## config.mk

```make
export PLATFORM = sky130hd
export DESIGN_NAME = ex_unit_mc
export DESIGN_NICKNAME = d
export VERILOG_FILES = /design/src/rtl/ex_unit_mc_pkg.sv /design/src/rtl/ex_unit_mc_mul_iter.sv /design/src/rtl/ex_unit_mc.sv
export SDC_FILE = /design/constraint.sdc
export NUM_CORES = 1
export LEC_CHECK = 0
export ABC_CLOCK_PERIOD_IN_PS = 3000
export BUFFER_PORTS_ARGS = -buffer_cell sky130_fd_sc_hd__buf_2
export CELL_PAD_IN_SITES_DETAIL_PLACEMENT = 1
export CELL_PAD_IN_SITES_GLOBAL_PLACEMENT = 2
export CORE_UTILIZATION = 32
export CTS_BUF_LIST = sky130_fd_sc_hd__clkbuf_16
export CTS_CLUSTER_DIAMETER = 120
export DETAILED_ROUTE_END_ITERATION = 10
export PLACE_DENSITY = 0.75
export SYNTH_ARGS = -nofsm -noshare
export SYNTH_HDL_FRONTEND = slang
export SYNTH_SLANG_ARGS = --single-unit
export TNS_END_PERCENT = 50
```

## constraint.sdc

```tcl
create_clock -name clk -period 3 [get_ports clk]
set_clock_uncertainty 0.15 [all_clocks]
set_input_delay 0 -clock clk [delete_from_list [all_inputs] [get_ports clk]]
set_output_delay 0 -clock clk [all_outputs]
set_load 0.05 [all_outputs]
```

## src/rtl/ex_unit_mc_pkg.sv

```systemverilog
// Shared opcode, flag-index and FSM definitions for the multi-cycle execute stage.
// Also provides the per-opcode flag write mask used when a result completes.
package ex_pkg;

  localparam logic [3:0] OP_ADD = 4'd0;
  localparam logic [3:0] OP_SUB = 4'd1;
  localparam logic [3:0] OP_XOR = 4'd2;
  localparam logic [3:0] OP_AND = 4'd3;
  localparam logic [3:0] OP_SLL = 4'd4;
  localparam logic [3:0] OP_SRA = 4'd5;
  localparam logic [3:0] OP_ROR = 4'd6;
  localparam logic [3:0] OP_MUL = 4'd7;

  localparam int FLAG_N = 2;
  localparam int FLAG_V = 1;
  localparam int FLAG_Z = 0;

  typedef enum logic {
    ST_IDLE = 1'b0,
    ST_MUL  = 1'b1
  } state_t;

  // Bit order follows {N,V,Z}; reserved opcodes write nothing.
  function automatic logic [2:0] flag_mask(input logic [3:0] op);
    logic [2:0] m;
    case (op)
      OP_ADD, OP_SUB:                         m = 3'b111;
      OP_XOR, OP_AND, OP_SLL, OP_SRA, OP_ROR: m = 3'b001;
      OP_MUL:                                 m = 3'b101;
      default:                                m = 3'b000;
    endcase
    return m;
  endfunction

endpackage

```

## src/rtl/ex_unit_mc_mul_iter.sv

```systemverilog
// Shift-add multiplier, one iteration per cycle; product valid with done after W iterations.
// No backpressure: the caller only starts it when its output register is free; flush abandons the op.
module mul_iter
  import ex_pkg::*;
#(
  parameter int W     = 16,
  parameter int CNT_W = $clog2(W+1)
) (
  input  logic         clk,
  input  logic         rst,
  input  logic         flush,
  input  logic         start,
  input  logic [W-1:0] a,
  input  logic [W-1:0] b,
  output logic         busy,
  output logic         done,
  output logic [W-1:0] product
);

  logic [CNT_W-1:0] cnt_q, cnt_d;
  logic [W-1:0]     acc_q, acc_d;
  logic [W-1:0]     mcand_q, mcand_d;
  logic [W-1:0]     mplier_q, mplier_d;
  logic [W-1:0]     acc_nxt;

  always_comb begin
    acc_nxt  = acc_q + (mplier_q[0] ? mcand_q : '0);
    cnt_d    = cnt_q;
    acc_d    = acc_q;
    mcand_d  = mcand_q;
    mplier_d = mplier_q;
    if (flush) begin
      cnt_d = '0;
    end else if (start) begin
      cnt_d    = CNT_W'(W);
      acc_d    = '0;
      mcand_d  = a;
      mplier_d = b;
    end else if (busy) begin
      cnt_d    = cnt_q - CNT_W'(1);
      acc_d    = acc_nxt;
      mcand_d  = mcand_q << 1;
      mplier_d = mplier_q >> 1;
    end
  end

  // The final iteration's sum is exposed combinationally so it lands on the same edge the counter hits 0.
  assign busy    = (cnt_q != '0);
  assign done    = (cnt_q == CNT_W'(1));
  assign product = acc_nxt;

  always_ff @(posedge clk or posedge rst) begin
    if (rst) begin
      cnt_q    <= '0;
      acc_q    <= '0;
      mcand_q  <= '0;
      mplier_q <= '0;
    end else begin
      cnt_q    <= cnt_d;
      acc_q    <= acc_d;
      mcand_q  <= mcand_d;
      mplier_q <= mplier_d;
    end
  end

endmodule

```

## src/rtl/ex_unit_mc.sv

```systemverilog
// Execute stage: single-cycle ALU (1-cycle latency) plus iterative MUL (W cycles), NVZ flags.
// Backpressure: in_ready drops while MUL runs or the one-entry output register is held by out_ready=0.
module ex_unit_mc
  import ex_pkg::*;
#(
  parameter int W     = 16,
  parameter int CNT_W = $clog2(W+1)
) (
  input  logic         clk,
  input  logic         rst,
  input  logic         flush,
  input  logic         in_valid,
  output logic         in_ready,
  input  logic [3:0]   aluop,
  input  logic         alusrc,
  input  logic         memenable,
  input  logic         pcread,
  input  logic [1:0]   branch,
  input  logic [W-1:0] src1,
  input  logic [W-1:0] src2,
  input  logic [W-1:0] imm,
  output logic         out_valid,
  input  logic         out_ready,
  output logic [W-1:0] result,
  output logic [2:0]   flags
);

  state_t           state_q, state_d;
  logic             out_vld_q, out_vld_d;
  logic [W-1:0]     result_q, result_d;
  logic [2:0]       flags_q, flags_d;
  logic             mul_wr_q, mul_wr_d;

  logic [W-1:0]     a_op, b_op, alu_res, sum, diff, ld_res, mul_prod;
  logic [CNT_W-1:0] shamt, rot_amt, rot_inv;
  logic             alu_v, ld, ld_v, accept, mul_start, flag_wr_en, mul_busy, mul_done;
  logic [2:0]       ld_mask;

  always_comb begin
    a_op    = memenable ? (src1 & ~W'(1)) : src1;
    b_op    = alusrc ? (memenable ? (imm << 1) : imm) : src2;
    shamt   = b_op[CNT_W-1:0];
    rot_amt = shamt % CNT_W'(W);
    rot_inv = CNT_W'(W) - rot_amt;
    sum     = a_op + b_op;
    diff    = a_op - b_op;
    alu_res = '0;
    alu_v   = 1'b0;
    case (aluop)
      OP_ADD: begin
        alu_res = sum;
        alu_v   = (a_op[W-1] == b_op[W-1]) && (sum[W-1] != a_op[W-1]);
      end
      OP_SUB: begin
        alu_res = diff;
        alu_v   = (a_op[W-1] != b_op[W-1]) && (diff[W-1] != a_op[W-1]);
      end
      OP_XOR: alu_res = a_op ^ b_op;
      OP_AND: alu_res = a_op & b_op;
      OP_SLL: alu_res = a_op << shamt;
      OP_SRA: alu_res = $signed(a_op) >>> shamt;
      OP_ROR: alu_res = (a_op >> rot_amt) | (a_op << rot_inv);
      default: alu_res = '0;
    endcase
  end

  mul_iter #(.W(W), .CNT_W(CNT_W)) u_mul (
    .clk     (clk),
    .rst     (rst),
    .flush   (flush),
    .start   (mul_start),
    .a       (a_op),
    .b       (b_op),
    .busy    (mul_busy),
    .done    (mul_done),
    .product (mul_prod)
  );

  always_comb begin
    in_ready   = (state_q == ST_IDLE) && (!out_vld_q || out_ready) && !flush;
    accept     = in_valid && in_ready;
    mul_start  = accept && (aluop == OP_MUL);
    flag_wr_en = (branch == 2'b00) && !pcread;

    state_d   = state_q;
    mul_wr_d  = mul_wr_q;
    out_vld_d = out_vld_q && !out_ready;
    result_d  = result_q;
    flags_d   = flags_q;
    ld        = 1'b0;
    ld_res    = '0;
    ld_v      = 1'b0;
    ld_mask   = 3'b000;

    case (state_q)
      ST_IDLE: if (mul_start) state_d = ST_MUL;
      ST_MUL:  if (mul_done || !mul_busy) state_d = ST_IDLE;
      default: state_d = ST_IDLE;
    endcase

    // MUL must remember at accept time whether it may touch the flags.
    if (mul_start) mul_wr_d = flag_wr_en;

    if (accept && (aluop != OP_MUL)) begin
      ld      = 1'b1;
      ld_res  = alu_res;
      ld_v    = alu_v;
      ld_mask = flag_wr_en ? flag_mask(aluop) : 3'b000;
    end else if ((state_q == ST_MUL) && mul_done) begin
      ld      = 1'b1;
      ld_res  = mul_prod;
      ld_mask = mul_wr_q ? flag_mask(OP_MUL) : 3'b000;
    end

    if (ld) begin
      out_vld_d = 1'b1;
      result_d  = ld_res;
      if (ld_mask[FLAG_N]) flags_d[FLAG_N] = ld_res[W-1];
      if (ld_mask[FLAG_V]) flags_d[FLAG_V] = ld_v;
      if (ld_mask[FLAG_Z]) flags_d[FLAG_Z] = (ld_res == '0);
    end

    if (flush) begin
      state_d   = ST_IDLE;
      out_vld_d = 1'b0;
      result_d  = result_q;
      flags_d   = flags_q;
    end
  end

  always_ff @(posedge clk or posedge rst) begin
    if (rst) begin
      state_q   <= ST_IDLE;
      out_vld_q <= 1'b0;
      result_q  <= '0;
      flags_q   <= 3'b000;
      mul_wr_q  <= 1'b0;
    end else begin
      state_q   <= state_d;
      out_vld_q <= out_vld_d;
      result_q  <= result_d;
      flags_q   <= flags_d;
      mul_wr_q  <= mul_wr_d;
    end
  end

  assign out_valid = out_vld_q;
  assign result    = result_q;
  assign flags     = flags_q;

endmodule

```

==> run metrics <==
hpwl dp=42.1 mm; vias in the first global route=roughly 12000; largest net degree at the start of global routing=76; initial drt markers=754; met2 WL post-DR=24.7 mm; slowest stage cell, crit path=dfrtp_1; # fillers=3429; Ports=83; YS warnings=0; # setup viols final=13; required time of the critical path=3.15 ns; worst hold endpoint=u_mul.mcand_q[2]; Synth Instances=between 1000 and 1500; Total GRT Usage=between 30% and 40%; Total Power=about 6.2 mW; most common cell after layout, fill and taps aside=buf_4; Max Clk Rate=276 MHz; CP Data Arrival Time=between 3 and 4 ns; initial antenna violation count=2; sequential area share after synthesis=roughly a fifth; CTS tree=done; global-route wire length before repair=77.4 mm; CP cell instances=buf_6, buf_8, and2_4, ha_4, o21a_1, o21ai_2, buf_4, o31ai_4, xor2_2, a32o_2, a211o_1, nor4_2, and4_1, nor4bb_2, a22o_1; ant diodes=0; DR vias/cell=about 5.7; fraction of layout instances using a drive strength above 1=approximately two fifths; crit path max fanout=7; r2r setup slk=-0.63 ns; Syn Area/Cell=7.48 sq um; die height=171 microns; power per cell area=around 440 nW/um^2; Slew @ Worst Pin=0.684 ns; drt first pass iters=5; number of flops mapped to enable cells by yosys=0; Layout area overhead=56.3%; most frequent cells in the layout=buf_4, nand2_1, nor2_1, o21ai_0, buf_2; setup tns final=-2.33 ns; WS Path Type=reg2reg; flops & latches, synth=between 70 and 80; R2R depth=15; max-slew violations=0; DRT met1 WL=21.9 mm; post-route insts no fill=2059; Die Width=171 microns; # port buffers=between 80 and 90; proportion of netlist area held by the largest area contributor=between 20 and 25%; Final period util=121%; Crit path largest cell delay=0.40 ns; Post-Syn Nets=1340; post-synthesis cell area=just over 9000 sq um; DR vias=11800; grt ovf=0; max_slew headroom=53.9%; Final min period=3.63 ns; DR top layer=met5; Die Area=29200 sq um; Distinct cells, synth=between 70 and 80; number of H-tree levels=3; antenna-violating nets left=0; P_leak=6.59 nW; unrepaired setup endpoints after global routing=yes; Routability Congestion=1.05; register area=between 1500 and 2000 sq um; area of the multi-input gates=7450 sq um; VDD IR-drop max=0.000256 V; clk_lat worst skew=0.36 ns; status=finished, violations left; Final Hold Fails=0; wire per inst=~25 microns; CORE AREA=27900 sq um; clock tree buffer depth=2; Async S/R FF share, synth=100%; starting density of the core=32.6%; min-delay src=src1[2]; Reg2Reg Launch Point=u_mul.mplier_q[0]; worst path buffer plus inverter count=3; ys flop type=dfrtp_1; CTS Buf Count=9; hold-critical path depth=4; crit end category=register; Synth area leader=dfrtp_1; clock sink count=75; Area contributors post-synth=dfrtp_1, ha_1, nand2_1; post-route worst setup slack=-0.626 ns; final core occ=51.0%; Rows=61; CTS root buf=clkbuf_16; Hold WC Path Type=in2reg; crit start category=register; failing checks=negative setup slack; final wirelength=about 52 mm; Post-Place Cells=2010; met3 WL=2.73 mm; Reg-to-Reg End=flags[0]; maxcap violations=0; nets@finish=1797; CP delay by family, top=compound AO/OA/AOI/OAI gates; clk slew on worst S/H paths=0.07 ns; DRC=0
## metal layers
metal,up-vias,global-route usage [%]
met5,-,0
met4,4,19.5
met3,126,5.90
met2,403,61.3
met1,5796,44.2
li1,5430,-
## flip-flops by register name, summed over array words and instances (netlist names)
register        cells
u_mul.acc_q        16
flags               3
out_valid           1
result             16
u_mul.cnt_q         5
u_mul.mplier_q     16
u_mul.mcand_q      16
state_q             1
mul_wr_q            1
## worst min-delay path: stages
cell and delay, ns:
buf_2 0.16, buf_4 0.14, mux2i_1 0.05, o21ai_0 0.13
## logic make-up (layout without fill, tap and decap cells)
family | Yosys count | count (layout) | share of synthesized area (%)
buffers and inverters | 118 | 580 | 5.71
multiplexers | 68 | 68 | 9.01
flip-flops | 75 | 75 | 20.6
adder cells (fa/ha/maj) | 59 | 59 | 8.34
XOR/XNOR | 35 | 35 | 3.57
AND/OR/NAND/NOR | 471 | 471 | 24.7
AO/OA/AOI/OAI | 393 | 393 | 28.1
## stage by stage
step | setup slack, ns | instance area [sq um] | hold slack (ns)
floorplan | -0.485 | 9310 | -0.0865
global placement | -1.03 | 13000 | -0.0432
detailed placement | -1.22 | 13000 | -0.0139
CTS | -0.524 | 14100 | 0.0150
global route | -0.753 | 14300 | 0.0620
finish | -0.626 | 14300 | 0.00880
## repair_timing
action	CTS	global route
hold endpoints to repair	84	0
pin swaps	69	39
setup endpoints to repair	21	17
gates cloned	2	0
hold buffers	8	0
gates resized for setup	126	19
buffers inserted	21	9
## synth_stat cells (13+ instances only)
master	count
inv_1	32
a21oi_1	93
xnor2_1	20
nor2b_1	13
nand2b_1	17
clkbuf_1	42
nor2_1	94
dfrtp_1	75
ha_1	56
xor2_1	14
buf_2	23
o211ai_1	29
nor3_1	43
nand3_1	77
and2_1	24
a31oi_1	15
o21ai_0	90
mux2i_1	45
o22ai_1	16
a211oi_1	14
a21o_1	13
mux2_2	13
nand2_1	147
## worst max path at each step
stage | from | endpoint | slack, ns | cells after the start
after CTS | u_mul.mplier_q[0] | flags[0] | -0.52 | 14
final | u_mul.mplier_q[0] | flags[0] | -0.63 | 15
after global routing | u_mul.mplier_q[0] | flags[0] | -0.75 | 14
after floorplan | memenable | flags[0] | -0.49 | 19
after global placement | memenable | flags[0] | -1.03 | 15
after detailed placement | memenable | flags[0] | -1.22 | 15
## area by class of cell
class | count | area share (%)
clock inverter | 7 | 0.544
inverter | 36 | 0.957
tap | 378 | 3.32
multi-input combinational | 1026 | 52.2
timing repair buffer | 528 | 28.2
clock buffer | 9 | 1.58
sequential | 75 | 13.2
## report_power, final
part           total [mW]  switching, mW  leakage [nW]  internal, mW
Clock                1.14          0.491         0.134         0.648
Sequential           1.45          0.185          1.02          1.27
Combinational        3.65           2.02          5.44          1.63
Total                6.24           2.70          6.59          3.55
No activity file was read; power rests on OpenSTA's default activity.
